`config.mk`:
```
export PLATFORM = sky130hd
export DESIGN_NAME = id_ex_stage_flat
export DESIGN_NICKNAME = d
export VERILOG_FILES = /design/src/rtl/microprocessor_pkg.sv /design/src/rtl/id_ex_stage_if.sv /design/src/rtl/hazard_detect_unit.sv /design/src/rtl/id_ex_stage.sv /design/src/flat_wrapper.sv
export SDC_FILE = /design/constraint.sdc
export NUM_CORES = 1
export LEC_CHECK = 0
export CAP_MARGIN = 0
export CORE_AREA = 2 2 120 122
export CTS_CLUSTER_DIAMETER = 60
export DETAILED_ROUTE_END_ITERATION = 7
export DIE_AREA = 0 0 122 124
export PLACE_DENSITY = 0.69
export SYNTH_ARGS = -nofsm -noshare
export SYNTH_HDL_FRONTEND = slang
export SYNTH_SLANG_ARGS = --single-unit
```
`constraint.sdc`:
```
create_clock -name clk -period 7.5 [get_ports clk]
set_input_delay 1.5 -clock clk [delete_from_list [all_inputs] [get_ports clk]]
set_output_delay 1.5 -clock clk [all_outputs]
set_load 0.05 [all_outputs]
```
`src/rtl/microprocessor_pkg.sv`:
```
// Shared definitions for the ID/EX stage: control-bundle widths, bit
// positions inside the bundles and the all-zero bubble encodings.
package microprocessor_pkg;

    localparam int WB_W   = 2;  // {regWrite, memToReg}
    localparam int MEM_W  = 3;  // {branch, memRead, memWrite}
    localparam int CALC_W = 4;  // {regDst, aluOp1, aluOp0, aluSrc}

    localparam int MEM_READ_BIT = 1;

    localparam logic [WB_W-1:0]   WB_BUBBLE   = '0;
    localparam logic [MEM_W-1:0]  MEM_BUBBLE  = '0;
    localparam logic [CALC_W-1:0] CALC_BUBBLE = '0;

    // A load is the only instruction whose result is late enough to need a stall.
    function automatic logic is_load(input logic [MEM_W-1:0] mem_ctrl);
        return mem_ctrl[MEM_READ_BIT];
    endfunction

endpackage

```
`src/rtl/id_ex_stage_if.sv`:
```
// Bus between the decoder side (ID) and the ID/EX register.
// master: the decode stage / testbench that drives ID values and flush.
// slave : the ID/EX register that returns registered EX values and stall.
// Handshake: there is no valid/ready pair; idValid marks a real ID
// instruction, exValid marks a real EX instruction, and stall (combinational)
// tells upstream to hold PC and IF/ID during the current cycle.
interface id_ex_stage_if #(
    parameter int DATA_WIDTH     = 32,
    parameter int REG_ADDR_WIDTH = 5
);
    // ID side
    logic [1:0]                writeBackControlIn;
    logic [2:0]                memAccessControlIn;
    logic [3:0]                calculationControlIn;
    logic                      idValid;
    logic                      idUsesRt;
    logic [DATA_WIDTH-1:0]     readData1In;
    logic [DATA_WIDTH-1:0]     readData2In;
    logic [DATA_WIDTH-1:0]     signExtIn;
    logic [DATA_WIDTH-1:0]     pcPlus4In;
    logic [REG_ADDR_WIDTH-1:0] rsIn;
    logic [REG_ADDR_WIDTH-1:0] rtIn;
    logic [REG_ADDR_WIDTH-1:0] rdIn;
    logic                      flush;
    // EX side
    logic [1:0]                writeBackControlOut;
    logic [2:0]                memAccessControlOut;
    logic [3:0]                calculationControlOut;
    logic                      exValid;
    logic [DATA_WIDTH-1:0]     readData1Out;
    logic [DATA_WIDTH-1:0]     readData2Out;
    logic [DATA_WIDTH-1:0]     signExtOut;
    logic [DATA_WIDTH-1:0]     pcPlus4Out;
    logic [REG_ADDR_WIDTH-1:0] rsOut;
    logic [REG_ADDR_WIDTH-1:0] rtOut;
    logic [REG_ADDR_WIDTH-1:0] rdOut;
    logic                      stall;

    modport master (
        output writeBackControlIn, memAccessControlIn, calculationControlIn,
               idValid, idUsesRt, readData1In, readData2In, signExtIn,
               pcPlus4In, rsIn, rtIn, rdIn, flush,
        input  writeBackControlOut, memAccessControlOut, calculationControlOut,
               exValid, readData1Out, readData2Out, signExtOut, pcPlus4Out,
               rsOut, rtOut, rdOut, stall
    );

    modport slave (
        input  writeBackControlIn, memAccessControlIn, calculationControlIn,
               idValid, idUsesRt, readData1In, readData2In, signExtIn,
               pcPlus4In, rsIn, rtIn, rdIn, flush,
        output writeBackControlOut, memAccessControlOut, calculationControlOut,
               exValid, readData1Out, readData2Out, signExtOut, pcPlus4Out,
               rsOut, rtOut, rdOut, stall
    );
endinterface

```
`src/rtl/hazard_detect_unit.sv`:
```
// Load-use hazard detector: purely combinational. Raises stall when the
// instruction in EX is a load whose rt is a source of the ID instruction.
// A flush kills ID anyway, so it suppresses the stall and fetch redirects.
module hazard_detect_unit #(
    parameter int REG_ADDR_WIDTH = 5
) (
    input  logic                      ex_valid_i,
    input  logic                      ex_mem_read_i,
    input  logic                      id_valid_i,
    input  logic                      id_uses_rt_i,
    input  logic                      flush_i,
    input  logic [REG_ADDR_WIDTH-1:0] ex_rt_i,
    input  logic [REG_ADDR_WIDTH-1:0] id_rs_i,
    input  logic [REG_ADDR_WIDTH-1:0] id_rt_i,
    output logic                      stall_o
);
    // Register 0 is deliberately not special-cased; a stall on $0 is harmless.
    always_comb begin
        stall_o = ex_valid_i & ex_mem_read_i & id_valid_i & ~flush_i
                & ((ex_rt_i == id_rs_i) | (id_uses_rt_i & (ex_rt_i == id_rt_i)));
    end
endmodule

```
`src/rtl/id_ex_stage.sv`:
```
// ID/EX pipeline register with load-use hazard bubble insertion and MEM flush.
// Optional feature: define ID_EX_STALL_COUNT_EN to add a saturating 16-bit
// stallCount output counting edges on which stall was high.
module id_ex_stage
    import microprocessor_pkg::*;
#(
    parameter int DATA_WIDTH     = 32,
    parameter int REG_ADDR_WIDTH = 5
) (
    input  logic          clk,
    input  logic          reset,
    id_ex_stage_if.slave  bus
`ifdef ID_EX_STALL_COUNT_EN
    ,
    output logic [15:0]   stallCount
`endif
);
    logic [WB_W-1:0]           wb_q,   wb_d;
    logic [MEM_W-1:0]          mem_q,  mem_d;
    logic [CALC_W-1:0]         calc_q, calc_d;
    logic                      valid_q, valid_d;
    logic [DATA_WIDTH-1:0]     rd1_q, rd2_q, sext_q, pc4_q;
    logic [REG_ADDR_WIDTH-1:0] rs_q, rt_q, rd_q;
    logic                      stall_w;

    hazard_detect_unit #(.REG_ADDR_WIDTH(REG_ADDR_WIDTH)) u_hazard (
        .ex_valid_i    (valid_q),
        .ex_mem_read_i (is_load(mem_q)),
        .id_valid_i    (bus.idValid),
        .id_uses_rt_i  (bus.idUsesRt),
        .flush_i       (bus.flush),
        .ex_rt_i       (rt_q),
        .id_rs_i       (bus.rsIn),
        .id_rt_i       (bus.rtIn),
        .stall_o       (stall_w)
    );

    // Next control: flush or stall load a bubble; otherwise capture, with
    // an invalid ID instruction also producing zero control.
    always_comb begin
        wb_d    = WB_BUBBLE;
        mem_d   = MEM_BUBBLE;
        calc_d  = CALC_BUBBLE;
        valid_d = 1'b0;
        if (!bus.flush && !stall_w && bus.idValid) begin
            wb_d    = bus.writeBackControlIn;
            mem_d   = bus.memAccessControlIn;
            calc_d  = bus.calculationControlIn;
            valid_d = 1'b1;
        end
    end

    // Pipeline register; data/specifiers capture every edge, bubbles only zero control.
    always_ff @(posedge clk or posedge reset) begin
        if (reset) begin
            wb_q    <= WB_BUBBLE;
            mem_q   <= MEM_BUBBLE;
            calc_q  <= CALC_BUBBLE;
            valid_q <= 1'b0;
            rd1_q   <= '0;
            rd2_q   <= '0;
            sext_q  <= '0;
            pc4_q   <= '0;
            rs_q    <= '0;
            rt_q    <= '0;
            rd_q    <= '0;
        end else begin
            wb_q    <= wb_d;
            mem_q   <= mem_d;
            calc_q  <= calc_d;
            valid_q <= valid_d;
            rd1_q   <= bus.readData1In;
            rd2_q   <= bus.readData2In;
            sext_q  <= bus.signExtIn;
            pc4_q   <= bus.pcPlus4In;
            rs_q    <= bus.rsIn;
            rt_q    <= bus.rtIn;
            rd_q    <= bus.rdIn;
        end
    end

`ifdef ID_EX_STALL_COUNT_EN
    logic [15:0] stall_cnt_q;

    // Saturating count of stall cycles.
    always_ff @(posedge clk or posedge reset) begin
        if (reset) begin
            stall_cnt_q <= '0;
        end else if (stall_w && (stall_cnt_q != 16'hFFFF)) begin
            stall_cnt_q <= stall_cnt_q + 16'd1;
        end
    end

    assign stallCount = stall_cnt_q;
`endif

    assign bus.writeBackControlOut   = wb_q;
    assign bus.memAccessControlOut   = mem_q;
    assign bus.calculationControlOut = calc_q;
    assign bus.exValid               = valid_q;
    assign bus.readData1Out          = rd1_q;
    assign bus.readData2Out          = rd2_q;
    assign bus.signExtOut            = sext_q;
    assign bus.pcPlus4Out            = pc4_q;
    assign bus.rsOut                 = rs_q;
    assign bus.rtOut                 = rt_q;
    assign bus.rdOut                 = rd_q;
    assign bus.stall                 = stall_w;
endmodule
```
`src/flat_wrapper.sv`:
```
// flat-port wrapper written by rule: the top's interface ports become plain ports
module id_ex_stage_flat import microprocessor_pkg::*;
#(
    parameter int DATA_WIDTH     = 32,
    parameter int REG_ADDR_WIDTH = 5
)
  (clk, reset, bus_writeBackControlIn, bus_memAccessControlIn, bus_calculationControlIn, bus_idValid, bus_idUsesRt, bus_readData1In, bus_readData2In, bus_signExtIn, bus_pcPlus4In, bus_rsIn, bus_rtIn, bus_rdIn, bus_flush, bus_writeBackControlOut, bus_memAccessControlOut, bus_calculationControlOut, bus_exValid, bus_readData1Out, bus_readData2Out, bus_signExtOut, bus_pcPlus4Out, bus_rsOut, bus_rtOut, bus_rdOut, bus_stall);
  id_ex_stage_if #(.DATA_WIDTH(DATA_WIDTH), .REG_ADDR_WIDTH(REG_ADDR_WIDTH)) bus_i ();
  input  logic clk;
  input  logic reset;
  input wire logic [$bits(bus_i.writeBackControlIn)-1:0] bus_writeBackControlIn;
  input wire logic [$bits(bus_i.memAccessControlIn)-1:0] bus_memAccessControlIn;
  input wire logic [$bits(bus_i.calculationControlIn)-1:0] bus_calculationControlIn;
  input wire logic [$bits(bus_i.idValid)-1:0] bus_idValid;
  input wire logic [$bits(bus_i.idUsesRt)-1:0] bus_idUsesRt;
  input wire logic [$bits(bus_i.readData1In)-1:0] bus_readData1In;
  input wire logic [$bits(bus_i.readData2In)-1:0] bus_readData2In;
  input wire logic [$bits(bus_i.signExtIn)-1:0] bus_signExtIn;
  input wire logic [$bits(bus_i.pcPlus4In)-1:0] bus_pcPlus4In;
  input wire logic [$bits(bus_i.rsIn)-1:0] bus_rsIn;
  input wire logic [$bits(bus_i.rtIn)-1:0] bus_rtIn;
  input wire logic [$bits(bus_i.rdIn)-1:0] bus_rdIn;
  input wire logic [$bits(bus_i.flush)-1:0] bus_flush;
  output wire logic [$bits(bus_i.writeBackControlOut)-1:0] bus_writeBackControlOut;
  output wire logic [$bits(bus_i.memAccessControlOut)-1:0] bus_memAccessControlOut;
  output wire logic [$bits(bus_i.calculationControlOut)-1:0] bus_calculationControlOut;
  output wire logic [$bits(bus_i.exValid)-1:0] bus_exValid;
  output wire logic [$bits(bus_i.readData1Out)-1:0] bus_readData1Out;
  output wire logic [$bits(bus_i.readData2Out)-1:0] bus_readData2Out;
  output wire logic [$bits(bus_i.signExtOut)-1:0] bus_signExtOut;
  output wire logic [$bits(bus_i.pcPlus4Out)-1:0] bus_pcPlus4Out;
  output wire logic [$bits(bus_i.rsOut)-1:0] bus_rsOut;
  output wire logic [$bits(bus_i.rtOut)-1:0] bus_rtOut;
  output wire logic [$bits(bus_i.rdOut)-1:0] bus_rdOut;
  output wire logic [$bits(bus_i.stall)-1:0] bus_stall;
  assign bus_i.writeBackControlIn = bus_writeBackControlIn;
  assign bus_i.memAccessControlIn = bus_memAccessControlIn;
  assign bus_i.calculationControlIn = bus_calculationControlIn;
  assign bus_i.idValid = bus_idValid;
  assign bus_i.idUsesRt = bus_idUsesRt;
  assign bus_i.readData1In = bus_readData1In;
  assign bus_i.readData2In = bus_readData2In;
  assign bus_i.signExtIn = bus_signExtIn;
  assign bus_i.pcPlus4In = bus_pcPlus4In;
  assign bus_i.rsIn = bus_rsIn;
  assign bus_i.rtIn = bus_rtIn;
  assign bus_i.rdIn = bus_rdIn;
  assign bus_i.flush = bus_flush;
  assign bus_writeBackControlOut = bus_i.writeBackControlOut;
  assign bus_memAccessControlOut = bus_i.memAccessControlOut;
  assign bus_calculationControlOut = bus_i.calculationControlOut;
  assign bus_exValid = bus_i.exValid;
  assign bus_readData1Out = bus_i.readData1Out;
  assign bus_readData2Out = bus_i.readData2Out;
  assign bus_signExtOut = bus_i.signExtOut;
  assign bus_pcPlus4Out = bus_i.pcPlus4Out;
  assign bus_rsOut = bus_i.rsOut;
  assign bus_rtOut = bus_i.rtOut;
  assign bus_rdOut = bus_i.rdOut;
  assign bus_stall = bus_i.stall;
  id_ex_stage #(.DATA_WIDTH(DATA_WIDTH), .REG_ADDR_WIDTH(REG_ADDR_WIDTH)) u_core (.clk(clk), .reset(reset), .bus(bus_i));
endmodule
```
==> metrics, run 1 <==
CTS buffer count=17; final setup vio count=0; fillers=1090; via count=2848; RSZ-0062 raised after global routing=false; clock sink total=153; most frequent cell after synthesis=dfrtp_1; fraction of synthesis flops using an asynchronous set or reset pin=100%; Critical Path AT=3.68 ns; Die H=124 um; Post-Syn Instances=193; setup_tns=0 ns; Startpoint Class=input port; DPL Wire Length=9490 um; adder-cell area share of the yosys netlist=0%; Min-Delay Path Class=reg2reg; DR WL/cell=between 15 and 20 um; remaining global-route overflow=0; Reg clk slew, reported paths=0.06 ns; Worst Setup End Kind=primary output; Final #Nets=677; FF-to-FF setup slack=6.05 ns; post-synth top area cell=dfrtp_1; pin count of the biggest net entering global routing=87; vias in the first global route=about 3000; cell area after synthesis=approximately 0.0041 mm^2; synthesis-stage register bit count=approximately 150; antenna violations before repair=0; post-synthesis sequential area ratio=93.7%; CP Cell Sequence=clkdlybuf4s50_1 -> nor2b_4 -> nand3_1 -> o22ai_2 -> clkdlybuf4s50_1; total global-route track usage=16.1%; multiplexer share of the synthesized area=0%; CTS Hold Bufs=0; peak supply drop=~0.15 mV; DRT iter0 DRCs=144; root buffer cell=clkbuf_16; worst hold margin=0.919 ns; post-cts sizing count=0; max incr delay on CP=around 0.90 ns; final hold violations=0; syn nets=350; largest family of logic cells by synthesized area=simple AND/OR/NAND/NOR gates; Crit path depth=5; Yosys Warn Count=0; Worst Setup Path Type=in2out; XOR/XNOR Fraction of Synth Area=2.14%; most frequent cells after synthesis=dfrtp_1 (153), xnor2_1 (10), nand2_1 (9), nor2_1 (9); CORE AREA=0.0137 mm^2; Primary FF master, synth=dfrtp_1; I/O pin total=311; first-pass GRT wire length=~17000 um; first-pass detailed-route iteration total=4; reg-to-reg startpoint=u_core.bus.rtOut[1]; Synth area leaders=dfrtp_1 (94%), xnor2_1 (2.1%), nand2_1 (0.83%), nor2_1 (0.83%), buf_6 (0.55%); Avg Inst Size Synth=21.2 um^2; Worst path slowest cell=clkdlybuf4s50_1; EDFF count, synth=0; Fmax achieved=193 MHz; cells on worst reg2reg path=4; PortBufs=310; Synth Area in Simple Gates=between 3 and 4%; Req. time, crit path=6.00 ns; routed wire length=around 12000 um; die area=roughly 0.015 mm^2; layout cells sized above 1=6.57%; status=complete, no violations; Yosys cell types=14; P&R area growth vs syn=97.3%; WP buf/inv=2; post-synthesis compound-gate area fraction=0.306%; most used cell, CP=clkdlybuf4s50_1; Worst-Margin Slew=1.03 ns; Core Rows=between 40 and 50; crit-path max FO=11; Via density=about 4; CTS tree=built; RR Endpoint=u_core.bus.writeBackControlOut[0]; setup bufs post-CTS=0; Slew HR=a little under a third; drt drc=0; Static Leak=3.42 nW; Worst path top cell family by delay=buffers and inverters; Tmin final=5.18 ns; Max Clock Skew=0.00240 ns; pwr dens=271 mW/mm^2; Initial Utilization=29.8%; number of diodes=0; worst setup path endpoint=bus_stall; Die X-Extent=122 um; Bufs on Longest Clock Path=2; final worst path period share=69.1%; ANT nets after route=0; Synth top area share=93.7%; # Max-Cap Violations=0; Final Slew Violations=0; Crit. Startpoint=bus_idValid; Worst-Skew Late Latency=0.41 ns; H-tree depth=4; RD Place Congestion=approximately 0.82
[flip-flops by register name, summed over array words and instances (netlist names), 2 cells and up]
signal / count
u_core.bus.signExtOut: 32
u_core.bus.memAccessControlOut: 3
u_core.bus.rtOut: 5
u_core.bus.calculationControlOut: 4
u_core.bus.readData2Out: 32
u_core.bus.rdOut: 5
u_core.bus.writeBackControlOut: 2
u_core.bus.pcPlus4Out: 32
u_core.bus.readData1Out: 32
u_core.bus.rsOut: 5
[per-stage QoR]
stage               cells  power [mW]  util (%)  instance area, um^2  setup slack (ns)
CTS                   713        2.21      58.8                 8070              2.32
global route          713        2.27      58.8                 8070              2.22
global placement      681        1.24      53.9                 7400              2.35
detailed placement    681        1.25      53.9                 7400              2.31
finish                713        2.18      58.8                 8070              2.32
floorplan             193        1.07         -                 4090              1.88
[where the power goes]
| part | internal, mW | switching (mW) |
|---|---|---|
| clock network | 0.633 | 0.324 |
| logic | 0.144 | 0.204 |
| registers | 0.867 | 0.0135 |
| total | 1.64 | 0.541 |
[metal layers]
metal,GRT usage (%),part of all wire [%],vias to the layer above
met5,0,0,-
met4,8.76,2.6,0
li1,-,-,1254
met1,16.9,35,1378
met3,6.96,11,25
met2,27.4,52,191
[how the worst min path moves through the flow]
stage,depth (start not counted),start,to,slack (ns)
finish,4,u_core.bus.rtOut[2],u_core.bus.calculationControlOut[3],0.92
global route,4,u_core.bus.rtOut[2],u_core.bus.calculationControlOut[3],0.99
CTS,4,u_core.bus.rtOut[2],u_core.bus.writeBackControlOut[1],0.92
detailed placement,4,u_core.bus.rtOut[2],u_core.bus.writeBackControlOut[1],0.90
global placement,4,u_core.bus.rtOut[2],u_core.bus.writeBackControlOut[1],0.87
floorplan,4,u_core.bus.memAccessControlOut[1],u_core.bus.exValid,0.83
[cells by family (layout without fill, tap and decap cells)]
| logic type | after synthesis | in the layout |
|---|---|---|
| xor gates and xnor gates | 10 | 10 |
| and+or+nand+nor | 25 | 25 |
| AOI/OAI and AO/OA | 1 | 1 |
| buffers and inverters | 4 | 344 |
| DFF | 153 | 153 |
[cells in the final DEF, fill, tap and decap left out, drive strengths merged]
cell and instances:
bufinv 6, buf 1, clkbuf 20, nand2 9, inv 2, dfrtp 153, nor3b 1, o22ai 1
nand3 1, xnor2 10, clkdlybuf4s50 310, clkinvlp 1, nor2 9, nor2b 1, and2 1, clkinv 4
nand4 3
[tightest hold or removal path: cells and delay by family (launching register included)]
family,cells,cell delay [ns]
and+or+nand+nor,2,0.22
AOI/OAI and AO/OA,1,0.17
xor gates and xnor gates,1,0.09
DFF,1,0.40
[layout make-up]
cell class	instances	area, um^2	area share (%)
Sequential cell	153	3830	47.5
Timing Repair Buffer	311	3110	38.6
Clock buffer	20	447	5.54
Multi-Input combinational cell	36	225	2.79
Tap cell	180	225	2.79
Clock inverter	12	220	2.73
Inverter	1	8.76	0.109
(Power assumes the default switching activity.)
==> run 2, diff against run 1 <==
--- a/config.mk
+++ b/config.mk
@@ -6,11 +6,11 @@
 export NUM_CORES = 1
 export LEC_CHECK = 0
 export CAP_MARGIN = 0
-export CORE_AREA = 2 2 120 122
+export CORE_MARGIN = 2
+export CORE_UTILIZATION = 30
 export CTS_CLUSTER_DIAMETER = 60
 export DETAILED_ROUTE_END_ITERATION = 7
-export DIE_AREA = 0 0 122 124
-export PLACE_DENSITY = 0.69
+export PLACE_DENSITY = 0.73
 export SYNTH_ARGS = -nofsm -noshare
 export SYNTH_HDL_FRONTEND = slang
 export SYNTH_SLANG_ARGS = --single-unit
==> constraint.sdc (replaced) <==
create_clock -name clk -period 4.35 [get_ports clk]
set_input_delay 0.87 -clock clk [delete_from_list [all_inputs] [get_ports clk]]
set_output_delay 0.87 -clock clk [all_outputs]
set_load 0.05 [all_outputs]
==> metrics, run 2 (synthesis gave the netlist of run 1 again) <==
pwr dens=449 mW/mm^2 (+66%); total power=3.60 mW (+65%); DRT iter0 DRCs=64 (-56%); worst hold margin=0.791 ns (-0.128 ns); final worst path period share=83.9%; remaining global-route overflow=0 (unchanged); Static Leak=3.40 nW (-0.63%); Req. time, crit path=3.48 ns (-2.52 ns); vias in the first global route=3019 (-1.8%); Via density=3.93 (-1.6%); via count=2799 (-1.7%); CTS buffer count=17 (unchanged); Final #Nets=680 (+0.44%); Worst Setup Path Type=in2out; clock sink total=153 (unchanged); first-pass GRT wire length=16900 um (-3.5%); crit-path max FO=11 (unchanged); final hold violations=0 (unchanged); Max Clock Skew=0.00223 ns (-0.000179 ns); layout cells sized above 1=6.53% (-0.037 points); RSZ-0062 raised after global routing=false; P&R area growth vs syn=96.4%; setup_tns=0 ns (unchanged); Tmin final=around 3.6 ns; Critical Path AT=2.78 ns (-0.90 ns); PortBufs=310 (unchanged); Startpoint Class=input port; FF-to-FF setup slack=3.05 ns (-3.00 ns); root buffer cell=clkbuf_16; cells on worst reg2reg path=5 (+1); Reg clk slew, reported paths=0.06 ns (about the same); Crit. Startpoint=bus_idValid; Worst-Skew Late Latency=0.41 ns (about the same); Die H=121 um (-2.6%); routed wire length=11800 um (-3.1%); CORE AREA=0.0133 mm^2 (-3.1%); CTS tree=built; commonest non-fill, non-tap cell in the layout=clkdlybuf4s50_1; RR Endpoint=u_core.bus.exValid; # Max-Cap Violations=0 (unchanged); final setup vio count=0 (unchanged); fillers=1019 (-6.5%); Worst path slowest cell=clkdlybuf4s50_1; DPL Wire Length=9190 um (-3.2%); reg-to-reg startpoint=u_core.bus.rtOut[3]; RD Place Congestion=0.778 (-5.5%); placed inst area=0.00743 mm^2 (+0.39%); Worst-Margin Slew=0.585 ns (-0.447 ns); H-tree depth=4 (unchanged); Final Slew Violations=0 (unchanged); Fmax achieved=274 MHz; Core Rows=42 (-2.3%); DR WL/cell=16.5 um (-3.0%); pin count of the biggest net entering global routing=69 (-21%); number of diodes=0 (unchanged); setup bufs post-CTS=0 (unchanged); peak supply drop=0.261 mV (+71%); Worst Setup End Kind=primary output; Initial Utilization=30.7% (+0.95 points); first-pass detailed-route iteration total=3 (-1); Min-Delay Path Class=in2async; I/O pin total=311 (unchanged); most frequent cells in the layout=clkdlybuf4s50_1 (310), dfrtp_1 (153), clkbuf_16 (17); post-cts sizing count=0 (unchanged); Bufs on Longest Clock Path=2 (unchanged); most used cell, CP=clkdlybuf4s50_1; total global-route track usage=16.2% (about the same); die area=0.0146 mm^2 (-3.7%); Final Cell Area=0.00803 mm^2 (-0.47%); CTS Hold Bufs=0 (unchanged); ANT nets after route=0 (unchanged); CP Cell Sequence=clkdlybuf4s50_1 -> nor2b_4 -> nand3_1 -> o22ai_2 -> clkdlybuf4s50_1; antenna violations before repair=1 (+1); drt drc=0 (unchanged); Die X-Extent=121 um (-1.0%); status=complete, no violations; Slew HR=60.9% (+30 points); max incr delay on CP=0.83 ns (-0.07 ns)
==> run 2: changes by cell type in the layout (fill, tap and decap cells not counted) <==
| cell | change |
|---|---|
| buf_12 | +1 |
| buf_4 | +2 |
| bufinv_16 | -3 |
| clkbuf_1 | +3 |
| clkbuf_8 | +2 |
| clkinv_2 | -1 |
| clkinv_4 | -1 |
| clkinvlp_4 | +2 |
| inv_6 | -2 |
==> run 2: metrics by stage <==
step | util [%] | std cells | setup WS (ns)
2_1_floorplan | - | 193 | 1.55
3_3_place_gp | 55.9 | 680 | 0.734
3_5_place_dp | 55.9 | 680 | 0.691
4_1_cts | 60.4 | 712 | 0.685
5_1_grt | 60.4 | 712 | 0.566
6_report | 60.4 | 712 | 0.701
==> run 2: how the worst max path moves through the flow <==
stage / slack, ns / end / cells after the start
floorplan: 1.55 / u_core.bus.calculationControlOut[0] / 1
global placement: 0.73 / bus_stall / 5
detailed placement: 0.69 / bus_stall / 5
CTS: 0.69 / bus_stall / 5
global route: 0.57 / bus_stall / 5
finish: 0.70 / bus_stall / 5
==> run 2: worst max-delay path: cells and delay by family <==
family / cells / cell delay (ns)
and+or+nand+nor: 2 / 0.41
AOI/OAI and AO/OA: 1 / 0.20
buffers and inverters: 2 / 1.30
==> run 2: area by class of cell <==
cell class	count	area, um^2	area share, %
inverters	1	7.51	0.0935
multi-input cells	36	225	2.81
repair buffers	314	3150	39.2
flip-flops and latches	153	3830	47.7
well taps	176	220	2.74
clock buffers	25	485	6.05
clock inverters	7	115	1.43
==> run 2: where the power goes <==
part           switching [mW]  total, mW  internal, mW  leakage (nW)
clock                   0.540       1.49         0.946         0.287
sequential             0.0221       1.52          1.49          1.80
combinational           0.351      0.601         0.250          1.31
==> run 2: layer usage <==
layer / vias to the layer above / track usage (%) / routed length [um]
met5: - / 0 / 13
met4: 2 / 8.87 / 366
met3: 31 / 7.17 / 1150
met2: 172 / 27.0 / 6140
met1: 1335 / 17.0 / 4120
li1: 1259 / - / -
